==> src/rtl/cpu_pkg.sv <==
// rtl/cpu_pkg.sv - shared encodings for the PC/exception register unit.
package cpu_pkg;

    typedef enum logic [1:0] {
        BR_BEQ = 2'b00,
        BR_BNE = 2'b01,
        BR_BLE = 2'b10,
        BR_BGT = 2'b11
    } br_type_e;

    typedef enum logic [1:0] {
        EXC_OVF    = 2'd0,
        EXC_INV_OP = 2'd1,
        EXC_DIV0   = 2'd2,
        EXC_RSVD   = 2'd3
    } exc_code_e;

    typedef enum logic [1:0] {
        EXC_IDLE   = 2'd0,
        EXC_SAVE   = 2'd1,
        EXC_VECTOR = 2'd2
    } exc_state_e;

endpackage

==> src/rtl/branch_cond.sv <==
// rtl/branch_cond.sv - combinational branch-taken evaluation from ALU flags.
module branch_cond
    import cpu_pkg::*;
(
    input  logic [1:0] br_type,
    input  logic       alu_zero,
    input  logic       alu_neg,
    output logic       take
);

    always_comb begin
        take = 1'b0;
        case (br_type_e'(br_type))
            BR_BEQ:  take = alu_zero;
            BR_BNE:  take = !alu_zero;
            BR_BLE:  take = alu_zero | alu_neg;
            BR_BGT:  take = !alu_zero & !alu_neg;
            default: take = 1'b0;
        endcase
    end

endmodule

==> src/rtl/pc_reg_unit.sv <==
// rtl/pc_reg_unit.sv - PC/EPC/cause registers with 3-state exception sequencer.
// Optional PC_ALIGN_CHECK_EN: misaligned pc_in writes raise cause 3 instead of loading.
module pc_reg_unit
    import cpu_pkg::*;
#(
    parameter logic [31:0] RESET_PC   = 32'h0000_0000,
    parameter int unsigned EPC_OFFSET = 4
) (
    input  logic        clk,
    input  logic        reset_n,
    input  logic [31:0] pc_in,
    input  logic        pc_write,
    input  logic        pc_write_cond,
    input  logic [1:0]  br_type,
    input  logic        alu_zero,
    input  logic        alu_neg,
    input  logic        exc_req,
    input  logic [1:0]  exc_code,
    input  logic        epc_restore,
    output logic [31:0] pc_out,
    output logic [31:0] epc_out,
    output logic [1:0]  cause_out,
    output logic        exc_sel,
    output logic        exc_busy,
    output logic        pc_wr_fire
);

    localparam logic [31:0] EPC_OFF = 32'(EPC_OFFSET);

    exc_state_e  state_q, state_d;
    logic [31:0] pc_q, pc_d;
    logic [31:0] epc_q, epc_d;
    logic [1:0]  cause_q, cause_d;
    logic [1:0]  pend_cause_q, pend_cause_d;
    logic        exc_sel_q, exc_sel_d;
    logic        exc_busy_q, exc_busy_d;
    logic        pc_wr_fire_q, pc_wr_fire_d;
    logic        take;
    logic        wr_req;

    branch_cond u_branch_cond (
        .br_type  (br_type),
        .alu_zero (alu_zero),
        .alu_neg  (alu_neg),
        .take     (take)
    );

    assign wr_req = pc_write | (pc_write_cond & take);

    always_comb begin
        state_d      = state_q;
        pc_d         = pc_q;
        epc_d        = epc_q;
        cause_d      = cause_q;
        pend_cause_d = pend_cause_q;
        pc_wr_fire_d = 1'b0;
        case (state_q)
            EXC_IDLE: begin
                if (exc_req) begin
                    state_d      = EXC_SAVE;
                    pend_cause_d = exc_code;
                end else if (epc_restore) begin
                    pc_d         = epc_q;
                    pc_wr_fire_d = 1'b1;
                end else if (wr_req) begin
`ifdef PC_ALIGN_CHECK_EN
                    if (pc_in[1:0] != 2'b00) begin
                        state_d      = EXC_SAVE;
                        pend_cause_d = EXC_RSVD;
                    end else begin
                        pc_d         = pc_in;
                        pc_wr_fire_d = 1'b1;
                    end
`else
                    pc_d         = pc_in;
                    pc_wr_fire_d = 1'b1;
`endif
                end
            end
            EXC_SAVE: begin
                // PC is held here so EPC derives from the faulting instruction's PC.
                epc_d   = pc_q - EPC_OFF;
                cause_d = pend_cause_q;
                state_d = EXC_VECTOR;
            end
            EXC_VECTOR: begin
                pc_d         = pc_in;
                pc_wr_fire_d = 1'b1;
                state_d      = EXC_IDLE;
            end
            default: state_d = EXC_IDLE;
        endcase
        exc_sel_d  = (state_d == EXC_VECTOR);
        exc_busy_d = (state_d != EXC_IDLE);
    end

    always_ff @(posedge clk or negedge reset_n) begin
        if (!reset_n) begin
            state_q      <= EXC_IDLE;
            pc_q         <= RESET_PC;
            epc_q        <= 32'h0;
            cause_q      <= 2'b00;
            pend_cause_q <= 2'b00;
            exc_sel_q    <= 1'b0;
            exc_busy_q   <= 1'b0;
            pc_wr_fire_q <= 1'b0;
        end else begin
            state_q      <= state_d;
            pc_q         <= pc_d;
            epc_q        <= epc_d;
            cause_q      <= cause_d;
            pend_cause_q <= pend_cause_d;
            exc_sel_q    <= exc_sel_d;
            exc_busy_q   <= exc_busy_d;
            pc_wr_fire_q <= pc_wr_fire_d;
        end
    end

    assign pc_out     = pc_q;
    assign epc_out    = epc_q;
    assign cause_out  = cause_q;
    assign exc_sel    = exc_sel_q;
    assign exc_busy   = exc_busy_q;
    assign pc_wr_fire = pc_wr_fire_q;

endmodule

==> config.mk <==
export PLATFORM = sky130hd
export DESIGN_NAME = pc_reg_unit
export DESIGN_NICKNAME = d
export VERILOG_FILES = /design/src/rtl/cpu_pkg.sv /design/src/rtl/branch_cond.sv /design/src/rtl/pc_reg_unit.sv
export SDC_FILE = /design/constraint.sdc
export NUM_CORES = 1
export LEC_CHECK = 0
export ABC_AREA = 0
export ABC_CLOCK_PERIOD_IN_PS = 2400
export BUFFER_PORTS_ARGS = -buffer_cell sky130_fd_sc_hd__clkbuf_2
export CORE_ASPECT_RATIO = 1.2
export CORE_UTILIZATION = 35
export CTS_CLUSTER_DIAMETER = 200
export DETAILED_ROUTE_END_ITERATION = 16
export PLACE_DENSITY = 0.68
export SLEW_MARGIN = 20
export SYNTH_ARGS = -nofsm -noshare
export SYNTH_HDL_FRONTEND = slang
export SYNTH_SLANG_ARGS = --single-unit
==> constraint.sdc <==
create_clock -name clk -period 2.4 [get_ports clk]
set_clock_uncertainty 0.2 [all_clocks]
set_input_delay 0.48 -clock clk [delete_from_list [all_inputs] [get_ports clk]]
set_output_delay 0.48 -clock clk [all_outputs]
set_load 0.005 [all_outputs]
# Yosys cells after proc, flatten, opt, wreduce, memory -nomap -nowiden
# Index checks and enable logic that the tools add are counted.
# word_totals
input_bits	44
register_bits	73
wordCells	40
out_inout_bits	69
# classes
n_reduce_logical	8
n_eq_ne	8
bitwise	4
n_mux	11
n_addsub	1
# op_table
op	n
32-bit two-way mux	3
32-bit case mux with 2 select lines	1
32-bit by 3-bit subtractor with 32-bit output, second input constant	1
2-bit == test, second input constant	4
2-bit by 1-bit == test with 1-bit output, second input constant	2
2-bit logical NOT	2
1-bit case mux with 4 select lines	1
2-bit case mux with 2 select lines	1
2-bit nonzero test	2
1-bit two-way mux	3
3-bit != test, second input constant	1
3-bit AND reduction	1
1-bit AND	2
1-bit logical NOT	2
2-bit two-way mux	1
2-bit != test, second input constant	1
1-bit OR	2
1-bit case mux with 2 select lines	1
2-bit AND reduction	1

# Logic depth before layout (Yosys ltp)
# Gate-level depths: netlist of run 1.
# logic_depth
ltp_word	9
mapped_depth	7
ltp_nobuf	7

# By module
# From an unflattened synthesis of run 1, not the netlist that was laid out.
# unflattened
cells_unflattened	335
hier_area_um2	3632.2
# modules_own_cells
module	seq_area_each_um2	area_each_um2	instances	cells_per_inst
pc_reg_unit	1801.7	3614.7	1	333
branch_cond	0.0	17.5	1	2

# Worst setup path before layout of run 1
# OpenSTA, ideal clock, no wires.
# synth_path
kind	register to register
from	reg pc_q[2] (netlist: pc_out[2])
to	reg epc_q[30] (netlist: epc_out[30])
period_less_slack_ns	2.168
required_ns	2.123
path_buffers	0
setup_slack_ns	0.232
setup_time_ns	0.077
path_stages_with_launch	8
arrival_ns	1.890
path_cell_list	dfrtp_1 inv_1 ha_1 or4b_4 nor4_4 nand3_1 xor2_1 o21ai_1
# synth_via
elab_chain_len	1
# synth_rtl
element	line	text
from (decl)	pc_reg_unit.sv:31	logic [31:0] pc_q, pc_d;
from (signal assigned)	pc_reg_unit.sv:109	pc_q <= pc_d;
32-bit by 3-bit subtractor with 32-bit output	pc_reg_unit.sv:82	epc_d = pc_q - EPC_OFF;
to (signal assigned)	pc_reg_unit.sv:110	epc_q <= epc_d;
to (decl)	pc_reg_unit.sv:32	logic [31:0] epc_q, epc_d;
# Every way passes these cells.
# A chain may end at the register's enable or synchronous reset.

# Worst setup path after layout of run 1
# layout_path
from	reg pc_q[3] (netlist: pc_out[3])
to	reg epc_q[30] (netlist: epc_out[30])
# Same word-level chain as after synthesis.

==> results.toml, run 1 <==
[outcome]
status = "completed"

[clock_tree]
clkSlewWorstSetupHoldPaths_ns = 0.06
cts_tree = "built"
cts_made_buffers = 9
root_buffer = "clkbuf_16"
cts.sinks = 72
h-tree-depth = 3
clock_latency_ns = 0.32
clockBufferDepth = 2

[place]
placed_cells = 558
pre_cts_slack_ns = -0.03203
postPlaceCellArea_um2 = 4443
hpwl_mm = 6.231
gp_congestion = 0.7255
port_buffers = 112

[sta]
fin_crit_ns = 2.202
hold_viol = 0
drv_slew = 0
max_freq_mhz = 454.2
finalCritPeriodShare_pct = 91.73
rsz0062_at_grt = "false"
max_slew.worst_pin.slew_ns = 0.6414
worst_slack_ns = 0.1984
setup_viol = 0
slew_headroom_pct = 57.13

[final_layout]
fin_nets = 490
final_cell_count_no_fill = 576
diodes = 0
nFillCells = 931
area_growth_syn_to_layout_pct = 34.99
final_area_um2 = 4827
drive_above_1_share_pct = 46.44

[worst_hold_path]
hp-class = "input pin to flip-flop"

[pwr]
p_int_mw = 4.042
swShare_pct = 33.11
p_total_mw = 6.043
p_leak_nw = 2.235
p_per_area_nw_per_um2 = 1252
seqPwrFrac_pct = 38.4
p_switching_mw = 2.001
ir_worst_vdd_uv = 495.0
clkPwrFrac_pct = 26.9
p_comb_share_pct = 34.7

[floorplan]
core_area_um2 = 9960
io_pins = 113
die_w_um = 94.27
die_y_um = 112.7
rows = 40
die_area_um2 = 10630
start_util_pct = 35.90

[detailed_routing]
via_per_inst = 4.906
via_count = 2826
firstDrtPassIters = 6
wl_per_cell_um = 15.05
route.detailed.drc = 0
drt_iter0_drc = 59
ant_nets = 0
drt-total-wl_mm = 8.667

[yosys]
synth_edf_count = 0
ys_ff_latch = 72
syn-cell-area_um2 = 3576
ys_types = 40
syn_inst = 315
async_flop_share_pct = 100.0
yosysWarnings = 0
syn_area_per_cell_um2 = 11.35
ys_seq_area_share_pct = 50.38
synthesis.nets = 360
ys.flop_type = "dfrtp_1"

[setup_path]
critPathRequiredTime_ns = 2.40
r2r_slack_ns = 0.20
ff2ff_path_depth = 8
cpMaxStageDelayCell = "or4b_4"
worstPathMaxFanout = 6
cp-startpoint = "pc_out[3]$_DFFE_PN0P_"
endpoint = "epc_out[30]$_DFFE_PN0P_"
worstSetupPathType = "flip-flop to flip-flop"
cp-end-kind = "flip-flop"
cp.arrival_ns = 2.20
critPathMaxStageDelay_ns = 0.53
r2r-start = "pc_out[3]$_DFFE_PN0P_"
crit_path_cell_trace = "inv_1, ha_2, or4b_4, nor4_4, buf_4, nand3_1, xor2_1, o21ai_1"
startpoint_type = "flip-flop"
r2r-end = "epc_out[30]$_DFFE_PN0P_"

[global_routing]
overflow = 0
grt_pass1_vias = 2833
grt.total_usage_pct = 17.28
grt_pass1_wl_mm = 14.26
grt_max_degree = 38
antenna_found_initial = 0

[flow_run]
maxCapViolations = 0
-- registers in the layout, indices dropped and copies added, names as in the netlist --
register      cells
epc_out          32
pc_out           32
cause_out         2
pend_cause_q      2
exc_busy          1
exc_sel           1
pc_wr_fire        1
state_q           1
-- per-layer routing --
| layer | wire [um] | share of wire (%) | vias up | global-route usage (%) |
|---|---|---|---|---|
| met5 | 0 | 0 | - | 0 |
| met3 | 381 | 4.4 | 8 | 2.755 |
| met1 | 4028 | 46 | 1361 | 23.17 |
| li1 | - | - | 1372 | - |
| met2 | 4148 | 48 | 85 | 28.12 |
| met4 | 108 | 1.2 | 0 | 6.154 |
-- what timing repair did --
item / 4_1_cts / 5_1_grt
hold endpoints to repair: 35 / 0
setup buffers: 0 / 1
resized for setup: 0 / 2
endpoints found under the setup margin: 0 / 9
hold buffers: 1 / 0
-- Yosys cell counts (all sizes together), types with 4 or more instances --
cell type	number	share of area, %
o21ai	27	3.9
xor2	14	3.4
or4	4	0.94
clkbuf	9	0.94
nand3	5	0.70
nand2	45	4.7
a31oi	4	0.70
dfrtp	72	50
inv	4	0.42
nor3	7	1.3
nor2	17	1.8
mux2	62	20
buf	4	0.73
xnor2	11	2.7
mux2i	4	1.1
-- worst max-delay path: cells and delay by family, from the launching register on --
kind            cells  cell delay, ns
simple gates        3            0.77
compound gates      1            0.07
xor+xnor            1            0.17
buf+inv             2            0.26
fa+ha+maj           1            0.19
flops               1            0.40
-- power groups by stage --
stage                     sequential (mW)  combinational, mW  clock (mW)
after floorplan                      2.32               1.04           0
after global placement               2.32               2.06           0
after detailed placement             2.34               2.11           0
after CTS                            2.33               2.13        1.65
after global routing                 2.41               2.35        1.70
final                                2.32               2.10        1.62
-- cell usage in the layout, fill, tap and decap left out, types with 8 or more instances in the layout --
cell type,count
nor2_1,17
buf_4,16
xor2_1,14
xnor2_1,11
dfrtp_1,72
o21ai_1,17
mux2_2,49
clkbuf_16,9
clkbuf_2,111
nand2_1,44
o21ai_0,8
mux2_1,13
-- worst min-delay path by stage --
stage                                        to                   startpoint  cells after the start
floorplan              cause_out[0]$_DFFE_PN0P_                      reset_n                      0
global placement       cause_out[0]$_DFFE_PN0P_  pend_cause_q[0]$_DFFE_PN0P_                      2
detailed placement     cause_out[1]$_DFFE_PN0P_  pend_cause_q[1]$_DFFE_PN0P_                      2
CTS                 pend_cause_q[1]$_DFFE_PN0P_                  exc_code[1]                      2
global route        pend_cause_q[0]$_DFFE_PN0P_                  exc_code[0]                      2
finish              pend_cause_q[1]$_DFFE_PN0P_                  exc_code[1]                      2
-- cells by family (layout without fill, tap and decap cells) --
group           Yosys count  count (layout)  share of synthesized area, %
simple gates             97              97                         14.49
flops                    72              72                         50.38
mux                      66              66                         20.64
compound gates           37              37                         5.913
xor+xnor                 25              25                         6.123
buf+inv                  17             152                         2.099
fa+ha+maj                 1               1                        0.3498
-- metrics by stage --
| step | util (%) | TNS [ns] | hold slack [ns] |
|---|---|---|---|
| 4_1_cts | 48.34 | 0 | 0.1992 |
| 5_1_grt | 48.47 | 0 | 0.2067 |
| 2_1_floorplan | - | 0 | -0.01559 |
| 3_5_place_dp | 44.61 | -0.2835 | 0.2452 |
| 3_3_place_gp | 44.61 | 0 | 0.2453 |
| 6_report | 48.47 | 0 | 0.2058 |
-- cell type report --
cell class / instances / area, um^2 / share of cell area, %
inverter: 4 / 15.01 / 0.3110
tap: 126 / 157.7 / 3.266
multi-input combinational: 226 / 1725 / 35.74
sequential: 72 / 1802 / 37.33
timing repair buffer: 132 / 765.7 / 15.86
clock inverter: 5 / 128.9 / 2.670
clock buffer: 11 / 232.7 / 4.821
Power figures use the tool's default switching activity.
==> inputs of run 2 (changes only) <==
--- a/config.mk
+++ b/config.mk
@@ -12,7 +12,7 @@
 export CORE_UTILIZATION = 35
 export CTS_CLUSTER_DIAMETER = 200
 export DETAILED_ROUTE_END_ITERATION = 16
-export PLACE_DENSITY = 0.68
+export PLACE_DENSITY = 0.59
 export SLEW_MARGIN = 20
 export SYNTH_ARGS = -nofsm -noshare
 export SYNTH_HDL_FRONTEND = slang
==> run 2 against run 1 <==
Compared with the run above:
- total power shrank 6.3%
- cell area is 1.7% lower
- sequential power about the same
- first-iteration DRC count increased by 27%
- clock power fell by 23%
- sequential share of layout area rose by 0.64 points
- global-route usage about the same
- die area unchanged
- worst setup slack got worse by 0.0052 ns
- register-to-register slack hardly changed
==> results.toml, run 2 (synthesis results as in run 1) <==
[clock_tree]
cts_tree = "built"
cts.sinks = 72
root_buffer = "clkbuf_16"
cts_made_buffers = 9
clkSlewWorstSetupHoldPaths_ns = 0.06
h-tree-depth = 3
clock_latency_ns = 0.33
clockBufferDepth = 2

[final_layout]
final_area_um2 = 4746
drive_above_1_share_pct = 46.80
most-common-layout-cells = "111 x clkbuf_2, 72 x dfrtp_1, 49 x mux2_2"
final_common_cell = "clkbuf_2"
fin_nets = 493
diodes = 0
final_cell_count_no_fill = 579
area_growth_syn_to_layout_pct = 32.72

[setup_path]
crit_path_cell_trace = "inv_1, ha_2, or4b_4, nor2b_1, nand2_1, xor2_1, o21ai_1"
critPathMaxStageDelay_ns = 0.53
worstPathMaxFanout = 5
cp.arrival_ns = 2.20
critPathRequiredTime_ns = 2.40
cp-end-kind = "flip-flop"
cpMaxStageDelayCell = "or4b_4"
r2r_slack_ns = 0.19
crit_family = "simple AND/OR/NAND/NOR gates"
cp.buffers_inverters = 1
startpoint_type = "flip-flop"
r2r-start = "pc_out[2]$_DFFE_PN0P_"
ff2ff_path_depth = 7
worstSetupPathType = "flip-flop to flip-flop"
r2r-end = "epc_out[14]$_DFFE_PN0P_"

[detailed_routing]
drt-total-wl_mm = 8.442
via_count = 2824
wl_per_cell_um = 14.58
firstDrtPassIters = 7
drt_iter0_drc = 75
via_per_inst = 4.877
ant_nets = 0
route.detailed.drc = 0

[floorplan]
die_y_um = 112.7
die_area_um2 = 10630
start_util_pct = 35.90
die_w_um = 94.27
core_area_um2 = 9960
rows = 40
io_pins = 113

[sta]
slew_headroom_pct = 64.93
max_freq_mhz = 453.2
drv_slew = 0
hold_viol = 0
max_slew.worst_pin.slew_ns = 0.5255
finalCritPeriodShare_pct = 91.95
setup-tns-final_ns = 0
setup_viol = 0
fin_crit_ns = 2.207
rsz0062_at_grt = "false"
whs_ns = 0.1969

[global_routing]
grt.total_usage_pct = 17.28
grt_max_degree = 38
overflow = 0
grt_pass1_wl_mm = 14.00
grt_pass1_vias = 2797
antenna_found_initial = 0

[worst_hold_path]
whs_endpoint = "pend_cause_q[0]$_DFFE_PN0P_"
min_from = "exc_code[0]"
hold_depth = 2
hp-class = "input pin to flip-flop"

[pwr]
p_leak_nw = 2.212
p_per_area_nw_per_um2 = 1193
p_total_mw = 5.661
ir_worst_vdd_uv = 492.5

[outcome]
status = "completed"

[place]
placed_cells = 561
port_buffers = 112
postPlaceCellArea_um2 = 4441
gp_congestion = 0.7922
hpwl_mm = 6.121

[flow_run]
maxCapViolations = 0
[run 2: cell count changes in the layout (fill, tap and decap cells not counted), sizes merged]
cell | previous run | this run
bufinv | 4 | 0
clkinv | 1 | 3
buf | 20 | 23
clkbuf | 122 | 124
[run 2: worst max path at each step]
stage | from | end | slack [ns] | depth (start not counted)
after floorplan | pc_out[2]$_DFFE_PN0P_ | epc_out[30]$_DFFE_PN0P_ | 0.23 | 7
after global placement | alu_neg | pc_out[6]$_DFFE_PN0P_ | 0.12 | 8
after detailed placement | alu_neg | pc_out[20]$_DFFE_PN0P_ | 0.08 | 8
after CTS | pc_out[2]$_DFFE_PN0P_ | epc_out[26]$_DFFE_PN0P_ | 0.09 | 8
after global routing | pc_out[2]$_DFFE_PN0P_ | epc_out[12]$_DFFE_PN0P_ | 0.04 | 7
final | pc_out[2]$_DFFE_PN0P_ | epc_out[14]$_DFFE_PN0P_ | 0.19 | 7
[run 2: timing repair]
| action | 4_1_cts | 5_1_grt |
|---|---|---|
| setup endpoints to repair | 0 | 5 |
| resized for setup | 0 | 1 |
| hold buffers | 1 | 0 |
| buffers inserted | 0 | 1 |
| endpoints found under the hold margin | 35 | 0 |
[run 2: metal layers]
layer  global-route usage, %  part of all wire (%)
met3                   4.234                   4.7
met5                       0                     0
met1                   22.39                    45
met4                   6.462                   1.3
met2                   27.78                    49
[run 2: layout make-up]
type / count / area [um^2]
clock buffers: 13 / 270.3
fillers: 943 / 5214
flip-flops and latches: 72 / 1802
well taps: 126 / 157.7
repair buffers: 135 / 763.2
multi-input cells: 226 / 1723
clock inverters: 3 / 15.01
inverters: 4 / 15.01
[run 2: through the flow]
stage / worst slack, ns / util [%]
6_report: 0.1933 / 47.65
2_1_floorplan: 0.2324 / -
4_1_cts: 0.08993 / 47.55
3_3_place_gp: 0.1238 / 44.59
3_5_place_dp: 0.08310 / 44.59
5_1_grt: 0.04088 / 47.65
[run 2: where the power goes]
group / switching, mW / internal [mW] / total, mW / leakage (nW)
clock network: 0.468 / 0.778 / 1.25 / 0.145
registers: 0.543 / 1.77 / 2.31 / 0.873
logic: 0.940 / 1.16 / 2.10 / 1.19
[run 2: worst reg2reg max path, cell delays in order (launching register included)]
cell	delay [ns]
dfrtp_1	0.38
inv_1	0.08
ha_2	0.19
or4b_4	0.53
nor2b_1	0.35
nand2_1	0.11
xor2_1	0.16
o21ai_1	0.08
